`src/rtl/fifo_uart_tx.sv`:
```
// FIFO drain stage: pops bytes from the sensor FIFO read port
// and sends each one as an 8N1 UART frame on tx.
module fifo_uart_tx #(
  parameter int CLKS_PER_BIT = 434
) (
  input  logic       clk,
  input  logic       reset,
  input  logic       enable,
  input  logic [7:0] fifo_dout,
  input  logic       fifo_empty,
  input  logic       fifo_valid,
  input  logic       fifo_underflow,
  output logic       fifo_rd_en,
  output logic       tx,
  output logic       busy,
  output logic       byte_done,
  output logic       err_underflow
);

  typedef enum logic [2:0] {
    S_IDLE,
    S_READ,
    S_WAIT,
    S_START,
    S_DATA,
    S_STOP
  } state_t;

  localparam logic [15:0] LAST = 16'(CLKS_PER_BIT - 1);

  state_t      state;
  logic [15:0] cnt;
  logic [2:0]  bit_idx;
  logic [7:0]  shift;
  logic        tick;

  assign tick = (cnt == LAST);

  always_ff @(posedge clk) begin
    if (reset) begin
      state         <= S_IDLE;
      cnt           <= '0;
      bit_idx       <= '0;
      shift         <= '0;
      tx            <= 1'b1;
      fifo_rd_en    <= 1'b0;
      busy          <= 1'b0;
      byte_done     <= 1'b0;
      err_underflow <= 1'b0;
    end else begin
      fifo_rd_en <= 1'b0;
      byte_done  <= 1'b0;
      unique case (state)
        S_IDLE: begin
          tx <= 1'b1;
          if (enable && !fifo_empty) begin
            fifo_rd_en <= 1'b1;
            busy       <= 1'b1;
            state      <= S_READ;
          end
        end
        S_READ: state <= S_WAIT;
        // valid takes priority over a simultaneous underflow
        S_WAIT: begin
          if (fifo_valid) begin
            shift <= fifo_dout;
            tx    <= 1'b0;
            cnt   <= '0;
            state <= S_START;
          end else if (fifo_underflow) begin
            err_underflow <= 1'b1;
            busy          <= 1'b0;
            state         <= S_IDLE;
          end
        end
        S_START: begin
          if (tick) begin
            cnt     <= '0;
            tx      <= shift[0];
            bit_idx <= '0;
            state   <= S_DATA;
          end else begin
            cnt <= cnt + 16'd1;
          end
        end
        S_DATA: begin
          if (tick) begin
            cnt <= '0;
            if (bit_idx == 3'd7) begin
              tx    <= 1'b1;
              state <= S_STOP;
            end else begin
              bit_idx <= bit_idx + 3'd1;
              tx      <= shift[bit_idx + 3'd1];
            end
          end else begin
            cnt <= cnt + 16'd1;
          end
        end
        S_STOP: begin
          if (tick) begin
            cnt       <= '0;
            byte_done <= 1'b1;
            busy      <= 1'b0;
            state     <= S_IDLE;
          end else begin
            cnt <= cnt + 16'd1;
          end
        end
        default: state <= S_IDLE;
      endcase
    end
  end

endmodule

```
`config.mk`:
```
export PLATFORM = sky130hd
export DESIGN_NAME = fifo_uart_tx
export DESIGN_NICKNAME = d
export VERILOG_FILES = /design/src/rtl/fifo_uart_tx.sv
export SDC_FILE = /design/constraint.sdc
export NUM_CORES = 1
export LEC_CHECK = 0
export ABC_AREA = 1
export CAP_MARGIN = 5
export CORE_MARGIN = 4
export CORE_UTILIZATION = 30
export DETAILED_ROUTE_END_ITERATION = 8
export GPL_ROUTABILITY_DRIVEN = 0
export PLACE_DENSITY = 0.57
export SLEW_MARGIN = 10
export SYNTH_ARGS = -nofsm -noshare
export SYNTH_HDL_FRONTEND = slang
export SYNTH_SLANG_ARGS = --single-unit
```
`constraint.sdc`:
```
create_clock -name clk -period 2.7 [get_ports clk]
set_input_delay 0.54 -clock clk [delete_from_list [all_inputs] [get_ports clk]]
set_output_delay 0.54 -clock clk [all_outputs]
set_load 0.05 [all_outputs]
```
==> summary.json <==
{
  "run_status": {
    "status": "complete, no violations"
  },
  "detailed_routing": {
    "final_antenna_net_count": 0,
    "wl_met3_um": 147,
    "detail_route.vias_per_cell": 4.70,
    "met1Wirelength_um": 2150,
    "wl_met2_um": 1960,
    "drt-total-wl_um": 4320,
    "detailedRoute.firstPassIterationCount": 4,
    "topRoutingLayerUsed": "met4",
    "wl_per_cell_um": 10.9,
    "route.detailed.drc": 0,
    "detailedRoute.firstIterationViolations": 92,
    "dr_vias": 1855
  },
  "timing": {
    "fin_tns_setup_ns": 0,
    "final_period_minus_worst_setup_slack_ns": 1.98,
    "achievable-frequency_ghz": 0.505,
    "setup_viol_count_final": 0,
    "timing_worst_slew_pin_value_ns": 0.694,
    "timing_hold_violations_final": 0,
    "maxSlewViolCount": 0,
    "fin_worst_skew_ns": 0.00763,
    "rsz0062_at_grt": "no",
    "slew_headroom_pct": 53.7,
    "post-route-period-util_pct": 73.3
  },
  "min_path": {
    "hold_path.class": "reg2reg"
  },
  "worst_setup_path": {
    "worst_setup_path_endpoint": "tx",
    "cp.depth": 1,
    "cp_top_family": "buffers and inverters",
    "cp_slowest_stage_delay_ns": 0.81,
    "r2r_cells": 9,
    "endpoint_of_the_worst_register_to_register_path": "cnt[14]",
    "worst_setup_path_start": "tx",
    "ff2ff_setup_slack_ns": 1.08,
    "critPathMaxFanout": 2,
    "nature_of_the_critical_path_endpoint": "output port",
    "start_kind": "register",
    "cpMaxStageDelayCell": "sky130_fd_sc_hd__clkdlybuf4s50_1",
    "setup.worst_path.class": "reg2out",
    "required_ns": 2.16,
    "rr_startpoint": "cnt[0]",
    "critical_path_buf_inv_count": 1,
    "worst_ep_arrival_time_ns": 1.44,
    "worstPathCellList": "clkdlybuf4s50_1"
  },
  "global_route": {
    "global_route.usage.total_pct": 12.2,
    "grt_pass1_wl_um": 7740,
    "number_of_global_route_vias_before_repair": 1774,
    "maximum_number_of_pins_on_one_net_before_global_route_repair": 24,
    "grt_overflow_total": 0,
    "grt_antenna_before_repair": 0
  },
  "synth": {
    "post_synth.cell_area_avg_um2": 6.67,
    "ys_types": 30,
    "synth_area_mm2": 0.00197,
    "synth-seq-area-share_pct": 35.5,
    "syn_inst": 296,
    "synth_largest_type_area_fraction_pct": 35.5,
    "yosys.area.top_type": "sky130_fd_sc_hd__dfxtp_1",
    "postSynthRegisterBits": 35,
    "post_synth_main_area_contributors": "sky130_fd_sc_hd__dfxtp_1 (36%), sky130_fd_sc_hd__nand2_1 (15%), sky130_fd_sc_hd__nor2_1 (7.8%)",
    "synth.yosys.warnings": 0,
    "syn_nets": 314
  },
  "floorplan": {
    "num_io_pins": 19,
    "core_footprint_mm2": 0.00639,
    "start_util_pct": 30.9,
    "die_area_mm2": 0.00794,
    "die_width_um": 89.1,
    "die_y_um": 89.1,
    "floorplan.rows": 29
  },
  "clock_network": {
    "cts-buffers-inserted": 5,
    "holdBufCountCts": 0,
    "cts_resized": 0,
    "cts.root.buffer_cell": "sky130_fd_sc_hd__clkbuf_8",
    "clk_pin_slew_worst_paths_ns": 0.07,
    "post_cts.repair.setup_buffers": 0,
    "tritoncts": "done",
    "clockBufferDepth": 2,
    "clk_latency_worst_skew_pair_ns": 0.28,
    "cts-htree-levels": 2,
    "cts.sink_count": 35
  },
  "layout": {
    "nets": 335,
    "drive_above_1_share_pct": 11.0,
    "layout.core_utilization_pct": 36.1,
    "layout-area-overhead-vs-synth_pct": 16.8,
    "final-instance-count-excl-fill": 395,
    "final_std_cell_area_no_fill_mm2": 0.00230,
    "antenna_cells_inserted": 0
  },
  "placement": {
    "dp.cells": 387,
    "placement.io_buffers": 18,
    "detailedPlacementHpwl_um": 3170,
    "placed_cell_area_mm2": 0.00222
  },
  "power_and_ir_drop": {
    "power_per_cell_area_mw_per_mm2": 705,
    "final_power_mw": 1.63,
    "static-leakage-power_nw": 0.924,
    "irDropWorstVdd_v": 0.000537
  },
  "run": {
    "drv.max_cap_violation_count": 0
  }
}
logic make-up (layout without fill, tap and decap cells):
family	after synthesis	count (layout)	synth area share (%)
AOI/OAI and AO/OA	54	54	16.4
xor gates and xnor gates	3	3	1.33
adders and majority gates	4	4	2.54
buffers and inverters	40	62	8.37
DFF	35	35	35.5
and+or+nand+nor	160	160	35.9
power by group:
| part | internal (mW) | leakage [nW] | switching (mW) |
|---|---|---|---|
| registers | 0.581 | 0.284 | 0.0499 |
| logic | 0.209 | 0.598 | 0.413 |
| clock network | 0.181 | 0.0422 | 0.190 |
| total | 0.971 | 0.924 | 0.654 |
Yosys cell counts, drive strengths merged:
cell type / count
a21oi: 26
buf: 3
clkbuf: 2
dfxtp: 35
ha: 4
inv: 35
nand2: 83
nand3: 16
nand3b: 1
nand4: 3
nor2: 50
nor3: 5
nor4: 1
o211a: 2
o211ai: 1
o21a: 1
o21ai: 21
o21bai: 3
or2: 1
xnor2: 2
xor2: 1
worst min-delay path, cell delays in order (launching register included):
cell	delay (ns)
sky130_fd_sc_hd__dfxtp_1	0.34
sky130_fd_sc_hd__a21oi_1	0.04
sky130_fd_sc_hd__nor2_1	0.07
worst min path at each step:
stage / slack (ns) / to / startpoint / cells past startpoint
floorplan: 0.47 / cnt[8] / cnt[8] / 2
global placement: 0.46 / err_underflow / err_underflow / 2
detailed placement: 0.47 / err_underflow / err_underflow / 2
CTS: 0.49 / err_underflow / err_underflow / 2
global route: 0.53 / cnt[8] / cnt[8] / 2
finish: 0.48 / err_underflow / err_underflow / 2
cell usage in the layout, fill, tap and decap left out, types with 2 or more instances in the layout:
| cell type | Yosys | routed |
|---|---|---|
| sky130_fd_sc_hd__nand2_1 | 81 | 81 |
| sky130_fd_sc_hd__nor2_1 | 41 | 41 |
| sky130_fd_sc_hd__dfxtp_1 | 35 | 35 |
| sky130_fd_sc_hd__inv_1 | 27 | 27 |
| sky130_fd_sc_hd__a21oi_1 | 18 | 18 |
| sky130_fd_sc_hd__o21ai_0 | 18 | 18 |
| sky130_fd_sc_hd__clkdlybuf4s50_1 | 0 | 18 |
| sky130_fd_sc_hd__nand3_1 | 16 | 16 |
| sky130_fd_sc_hd__inv_2 | 8 | 8 |
| sky130_fd_sc_hd__a21oi_2 | 8 | 8 |
| sky130_fd_sc_hd__nor2_2 | 6 | 6 |
| sky130_fd_sc_hd__clkbuf_8 | 0 | 5 |
| sky130_fd_sc_hd__nor3_1 | 4 | 4 |
| sky130_fd_sc_hd__ha_1 | 4 | 4 |
| sky130_fd_sc_hd__o21ai_1 | 3 | 3 |
| sky130_fd_sc_hd__nand4_1 | 3 | 3 |
| sky130_fd_sc_hd__o21bai_1 | 3 | 3 |
| sky130_fd_sc_hd__nand2_2 | 2 | 2 |
| sky130_fd_sc_hd__xnor2_1 | 2 | 2 |
| sky130_fd_sc_hd__nor2_8 | 2 | 2 |
| sky130_fd_sc_hd__o211a_1 | 2 | 2 |
| sky130_fd_sc_hd__clkbuf_1 | 2 | 2 |
layer usage:
metal / track usage, % / up-vias
li1: - / 989
met1: 15.6 / 833
met2: 20.2 / 25
met3: 2.76 / 8
met4: 4.47 / 0
met5: 0 / -
flip-flops by register name (all words and copies together) (netlist names):
name           flops
cnt               16
busy               1
fifo_rd_en         1
byte_done          1
tx                 1
state              3
bit_idx            3
err_underflow      1
shift              8
per-stage QoR:
stage / hold slack (ns) / setup WS (ns)
4_1_cts: 0.489 / 0.712
3_3_place_gp: 0.457 / 0.753
5_1_grt: 0.526 / 0.661
6_report: 0.482 / 0.722
2_1_floorplan: 0.465 / 1.31
3_5_place_dp: 0.470 / 0.753
layout make-up:
type                    count  area (um2)
well taps                  77        96.3
clock inverters             1        5.00
clock buffers               7        76.3
flip-flops and latches     35         701
repair buffers             19         188
fillers                   691        4080
multi-input cells         221        1110
inverters                  35         131
No activity file was read; power rests on OpenSTA's default activity.
